$ cat src/rtl/neo_pbus_pkg.sv
// Shared definitions for the NeoGeo P-bus transmitter: FSM encoding, slot types,
// field widths and the CA/SA to PBUS word packing.
package neo_pbus_pkg;

   localparam int PBUS_W  = 20;
   localparam int CTILE_W = 16;
   localparam int STILE_W = 12;
   localparam int CLINE_W = 4;
   localparam int SLINE_W = 3;
   localparam int CA_W    = CTILE_W + CLINE_W;
   localparam int SA_W    = STILE_W + 1 + SLINE_W;

   typedef enum logic [1:0] {
      ST_IDLE   = 2'd0,
      ST_SETUP  = 2'd1,
      ST_STROBE = 2'd2,
      ST_HOLD   = 2'd3
   } state_t;

   typedef enum logic {
      SLOT_C = 1'b0,
      SLOT_S = 1'b1
   } slot_t;

   // C slot puts the tile on the low 16 lines and the tile line on the top nibble.
   function automatic logic [PBUS_W-1:0] packC(input logic [CA_W-1:0] ca);
      return {ca[3:0], ca[19:4]};
   endfunction

   // S slot uses only the low 16 lines; the top nibble is driven low.
   function automatic logic [PBUS_W-1:0] packS(input logic [SA_W-1:0] sa);
      return {4'h0, sa[3:0], sa[15:4]};
   endfunction

endpackage

$ cat src/rtl/neo_pbus_reqbuf.sv
// One-entry valid/ready request buffer. The entry may be refilled in the same
// cycle it is freed, which lets back-to-back slots run without an idle gap.
module neo_pbus_reqbuf
   import neo_pbus_pkg::*;
#(
   parameter int W = CA_W
) (
   input  logic         clk,
   input  logic         rst_n,
   input  logic         valid_i,
   input  logic [W-1:0] data_i,
   input  logic         free_i,
   output logic         ready_o,
   output logic         accept_o,
   output logic         full_o,
   output logic [W-1:0] data_o
);

   logic         alive_q;
   logic         full_q;
   logic [W-1:0] data_q;

   // alive_q keeps READY low while in reset and raises it on the first edge after release.
   assign ready_o  = alive_q & (~full_q | free_i);
   assign accept_o = valid_i & ready_o;
   assign full_o   = full_q;
   assign data_o   = data_q;

   always_ff @(posedge clk or negedge rst_n) begin
      if (!rst_n) begin
         alive_q <= 1'b0;
         full_q  <= 1'b0;
         data_q  <= '0;
      end else begin
         alive_q <= 1'b1;
         if (accept_o) begin
            full_q <= 1'b1;
            data_q <= data_i;
         end else if (free_i) begin
            full_q <= 1'b0;
         end
      end
   end

endmodule

$ cat src/rtl/neo_pbus_tx.sv
// NeoGeo P-bus transmit end: arbitrates sprite (C) and fix (S) fetches onto PBUS
// with setup/strobe/hold framing. Define NEO_PBUS_VFLIP_EN to honour C_VFLIP.
module neo_pbus_tx
   import neo_pbus_pkg::*;
#(
   parameter int SETUP_CYC = 1,
   parameter int HOLD_CYC  = 1,
   parameter int FAIR_MAX  = 2
) (
   input  logic                CLK,
   input  logic                nRESET,
   input  logic                C_VALID,
   output logic                C_READY,
   input  logic [CTILE_W-1:0]  C_TILE,
   input  logic [CLINE_W-1:0]  C_LINE,
   input  logic                C_VFLIP,
   input  logic                S_VALID,
   output logic                S_READY,
   input  logic [STILE_W-1:0]  S_TILE,
   input  logic                S_HALF,
   input  logic [SLINE_W-1:0]  S_LINE,
   output logic [PBUS_W-1:0]   PBUS,
   output logic                PBUS_OE,
   output logic                PCK1B_EN,
   output logic                PCK2B_EN,
   output logic                BUSY
);

   state_t              state_q, state_d;
   slot_t               slot_q, slot_d;
   logic [2:0]          tmr_q, tmr_d;
   logic [3:0]          fair_q, fair_d;
   logic [PBUS_W-1:0]   pbus_q, pbus_d;
   logic                oe_q, oe_d;

   logic [CLINE_W-1:0]  cLineEff;
   logic [CA_W-1:0]     cIn, cData, cSel;
   logic [SA_W-1:0]     sIn, sData, sSel;
   logic                cReady, cAccept, cFull, cFree, cAvail;
   logic                sReady, sAccept, sFull, sFree, sAvail;
   logic                grantS, grantAny, arbRun;

`ifdef NEO_PBUS_VFLIP_EN
   assign cLineEff = C_LINE ^ {CLINE_W{C_VFLIP}};
`else
   logic unused_vflip;
   assign unused_vflip = C_VFLIP;
   assign cLineEff     = C_LINE;
`endif

   assign cIn = {C_TILE, cLineEff};
   assign sIn = {S_TILE, S_HALF, S_LINE};

   assign cFree = (state_q == ST_STROBE) && (slot_q == SLOT_C);
   assign sFree = (state_q == ST_STROBE) && (slot_q == SLOT_S);

   neo_pbus_reqbuf #(.W(CA_W)) u_cbuf (
      .clk      (CLK),
      .rst_n    (nRESET),
      .valid_i  (C_VALID),
      .data_i   (cIn),
      .free_i   (cFree),
      .ready_o  (cReady),
      .accept_o (cAccept),
      .full_o   (cFull),
      .data_o   (cData)
   );

   neo_pbus_reqbuf #(.W(SA_W)) u_sbuf (
      .clk      (CLK),
      .rst_n    (nRESET),
      .valid_i  (S_VALID),
      .data_i   (sIn),
      .free_i   (sFree),
      .ready_o  (sReady),
      .accept_o (sAccept),
      .full_o   (sFull),
      .data_o   (sData)
   );

   // A buffer being freed this cycle only counts as pending if it is refilled at the same edge.
   assign cAvail = cFree ? cAccept : cFull;
   assign sAvail = sFree ? sAccept : sFull;
   assign cSel   = cFree ? cIn : cData;
   assign sSel   = sFree ? sIn : sData;

   assign grantS   = sAvail && (!cAvail || (fair_q == 4'(FAIR_MAX)));
   assign grantAny = cAvail || sAvail;

   always_ff @(posedge CLK or negedge nRESET) begin
      if (!nRESET) begin
         state_q <= ST_IDLE;
         slot_q  <= SLOT_C;
         tmr_q   <= '0;
         fair_q  <= '0;
         pbus_q  <= '0;
         oe_q    <= 1'b0;
      end else begin
         state_q <= state_d;
         slot_q  <= slot_d;
         tmr_q   <= tmr_d;
         fair_q  <= fair_d;
         pbus_q  <= pbus_d;
         oe_q    <= oe_d;
      end
   end

   always_comb begin
      state_d = state_q;
      slot_d  = slot_q;
      tmr_d   = tmr_q;
      fair_d  = sFull ? fair_q : 4'd0;
      pbus_d  = pbus_q;
      oe_d    = oe_q;
      arbRun  = 1'b0;

      case (state_q)
         ST_IDLE: begin
            arbRun = 1'b1;
         end
         ST_SETUP: begin
            if (tmr_q == 3'd0) begin
               state_d = ST_STROBE;
            end else begin
               tmr_d = tmr_q - 3'd1;
            end
         end
         ST_STROBE: begin
            if (HOLD_CYC > 0) begin
               state_d = ST_HOLD;
               tmr_d   = 3'(HOLD_CYC - 1);
            end else begin
               arbRun = 1'b1;
            end
         end
         ST_HOLD: begin
            if (tmr_q == 3'd0) begin
               arbRun = 1'b1;
            end else begin
               tmr_d = tmr_q - 3'd1;
            end
         end
         default: begin
            state_d = ST_IDLE;
         end
      endcase

      // End of a slot (or idle): launch the next grant or release the bus.
      if (arbRun) begin
         if (grantAny) begin
            state_d = ST_SETUP;
            tmr_d   = 3'(SETUP_CYC - 1);
            oe_d    = 1'b1;
            if (grantS) begin
               slot_d = SLOT_S;
               pbus_d = packS(sSel);
               fair_d = 4'd0;
            end else begin
               slot_d = SLOT_C;
               pbus_d = packC(cSel);
               fair_d = sAvail ? (fair_q + 4'd1) : 4'd0;
            end
         end else begin
            state_d = ST_IDLE;
            oe_d    = 1'b0;
         end
      end
   end

   assign C_READY  = cReady;
   assign S_READY  = sReady;
   assign PBUS     = pbus_q;
   assign PBUS_OE  = oe_q;
   assign PCK1B_EN = (state_q == ST_STROBE) && (slot_q == SLOT_C);
   assign PCK2B_EN = (state_q == ST_STROBE) && (slot_q == SLOT_S);
   assign BUSY     = (state_q != ST_IDLE);

endmodule

$ cat config.mk
export PLATFORM = sky130hd
export DESIGN_NAME = neo_pbus_tx
export DESIGN_NICKNAME = d
export VERILOG_FILES = /design/src/rtl/neo_pbus_pkg.sv /design/src/rtl/neo_pbus_reqbuf.sv /design/src/rtl/neo_pbus_tx.sv
export SDC_FILE = /design/constraint.sdc
export NUM_CORES = 1
export LEC_CHECK = 0
export BUFFER_PORTS_ARGS = -buffer_cell sky130_fd_sc_hd__buf_2
export CAP_MARGIN = 25
export CORE_MARGIN = 10
export CORE_UTILIZATION = 55
export DETAILED_ROUTE_END_ITERATION = 10
export GPL_TIMING_DRIVEN = 1
export PLACE_DENSITY = 0.79
export SYNTH_ARGS = -nofsm -noshare
export SYNTH_HDL_FRONTEND = slang
export SYNTH_SLANG_ARGS = --single-unit
$ cat constraint.sdc
create_clock -name CLK -period 3.2 [get_ports CLK]
set_clock_uncertainty 0.2 [all_clocks]
set_input_delay 0.16 -clock CLK [delete_from_list [all_inputs] [get_ports CLK]]
set_output_delay 0.16 -clock CLK [all_outputs]
set_load 0.05 [all_outputs]
==> metrics.yaml <==
first_global_vias: 2968
clk_latency_ns: 0.35
hold_viol_final: 0
swShare_pct: 45.5
crit_type: "reg -> reg"
grt_pass1_wl_um: 14700
pwr-share-comb_pct: 52.9
rsz0062_at_grt: "false"
worstMarginPinSlew_ns: 0.724
ctsHtreeMaxLevel: 3
dr.pass1.iters: 4
yosys_warnings: 0
cts_resized: 0
post-place-ws_ns: 0.366
clk_pin_slew_ns: 0.08
nets: 455
dpl.cell_count: 431
hold_path.class: "in -> async"
synth-edff-count: 0
fp.dieH_um: 101
p_switching_mw: 2.26
seq_power_share_pct: 31.3
netlist_top_cells_area: "dfrtp_1 (49%), mux2_2 (12%), a2111oi_4 (6.9%)"
crit_fanout: 11
finalMaxSlewViolations: 0
gr-total-overflow: 0
grt_usage_pct: 18.1
post-route-period-util_pct: 92.9
timing.fmax_ghz: 0.337
routedWlPerCell_um: 18.5
synth_async_sr_flop_share_pct: 100
numCtsBuffers: 9
synth_cell_types: 42
ioPinCount: 67
drt-initial-drc-count: 165
max_slew_margin_pct: 51.7
initial_core_util_pct: 56.8
ys_ff_latch: 70
avgSynthCellArea_um2: 12.3
core-area_um2: 6350
netlist_area_um2: 3610
area_delta_synth_final_pct: 29.3
synth_top_area_share_pct: 48.6
fin_cells: 487
yosys.area.top_type: "dfrtp_1"
tns_ns: 0
grt_max_degree: 30
power_density_nw_per_um2: 1070
crit_arrival_ns: 2.98
vias: 2762
ys_seq_area_share_pct: 48.6
via_per_inst: 5.67
synth_top_flop_cell: "dfrtp_1"
root_buffer: "clkbuf_8"
irDropWorstVdd_uv: 651
place_congestion: 0.838
cts_buffer_depth: 2
setup_viol: 0
start_kind: "flip-flop"
maxCapViolations: 0
cts_tree: "done"
utilization_pct: 73.4
cts_setup_buffers: 0
wirelength_um: 9010
dp_hpwl_um: 6110
cp_data_required_time_ns: 3.20
status: "completed"
antenna_found_initial: 1
ctsHoldBuffers: 39
hold_slack_ns: 0.0964
endpoint_kind: "flip-flop"
clkSinkCount: 70
mostFrequentLayoutCell: "dfrtp_1"
syn_inst: 294
leakage_nw: 2.05
worst_slack_ns: 0.228
postRouteAntennaNets: 0
drive_gt1_share_pct: 36.7
drc: 0
most-common-layout-cells: "dfrtp_1 (70), buf_2 (65), mux2_2 (40)"
die-area_um2: 10200
synth_nets: 345
power.internal_mw: 2.71
num_rows: 29
portBuffers: 65
clockPowerShare_pct: 15.7
die_w_um: 101
layout_min_cycle_time_ns: 2.97
## flip-flops by register name (all words and copies together), names as in the netlist
signal	flops
PBUS	20
u_cbuf.data_o	20
u_sbuf.data_o	16
fair_q	4
tmr_q	3
state_q	2
PBUS_OE	1
slot_q	1
u_cbuf.full_o	1
u_sbuf.alive_q	1
u_sbuf.full_o	1
## Yosys cell counts, drive strengths merged (10+ instances only)
master,instances
a2111oi,16
inv,10
dfrtp,70
nand2,10
ha,10
and3,16
nor2,20
a211oi,16
buf,12
mux2i,16
o21ai,10
mux2,41
## path summary, 6_finish.rpt
path                       slack [ns]                         start                            to  cells past startpoint
hold / removal                    0.1                        nRESET           fair_q[3]$_DFF_PN0_                      2
max in group asynchronous        1.91                        nRESET          PBUS[13]$_DFFE_PN0P_                      4
min in group CLK                 0.30  u_sbuf.data_o[8]$_DFFE_PN0P_  u_sbuf.data_o[8]$_DFFE_PN0P_                      1
setup / recovery                 0.23        state_q[0]$_DFFE_PN0P_           PBUS[6]$_DFFE_PN0P_                      8
setup reg to reg                 0.23        state_q[0]$_DFFE_PN0P_           PBUS[6]$_DFFE_PN0P_                      8
hold reg to reg                  0.30  u_sbuf.data_o[8]$_DFFE_PN0P_  u_sbuf.data_o[8]$_DFFE_PN0P_                      1
## logic make-up after synthesis
kind of cell	share of synthesized area, %
adders and majority gates	3.47
and+or+nand+nor	9.23
other	0.104
DFF	48.6
AOI/OAI and AO/OA	17.2
muxes	17.3
xor gates and xnor gates	0.243
buffers and inverters	3.85
## stage by stage
step,power [mW],cell area [um^2]
CTS,4.98,4660
floorplan,3.53,3610
detailed placement,4.15,4050
global route,5.25,4660
finish,4.98,4660
global placement,4.05,4030
## routing by layer
layer / global-route usage [%] / wire length [um] / vias up
li1: - / - / 1298
met1: 21.7 / 3670 / 1366
met2: 29.9 / 4640 / 82
met3: 5.01 / 519 / 16
met4: 7.40 / 183 / 0
met5: 0 / 0 / -
## power groups by stage
stage,clock [mW],sequential (mW),combinational [mW]
finish,0.784,1.56,2.63
global route,0.835,1.61,2.81
CTS,0.793,1.55,2.64
detailed placement,0,1.57,2.58
global placement,0,1.54,2.50
floorplan,0,1.95,1.58
## final cells by class
cell class	instances	area, um^2
fill	402	1690
sequential	70	1750
inverter	10	37.5
antenna	1	2.50
multi-input combinational	195	1720
timing repair buffer	118	833
clock inverter	5	83.8
tap	77	96.3
clock buffer	11	131
## worst max-delay path: stages (launching register included)
cell	delay [ns]
dfrtp_1	0.42
inv_1	0.14
ha_1	0.39
buf_4	0.24
nand2_1	0.10
o21ai_2	0.26
nand2_1	0.27
a2111oi_0	0.68
a211oi_1	0.12
No activity file was read; power rests on OpenSTA's default activity.
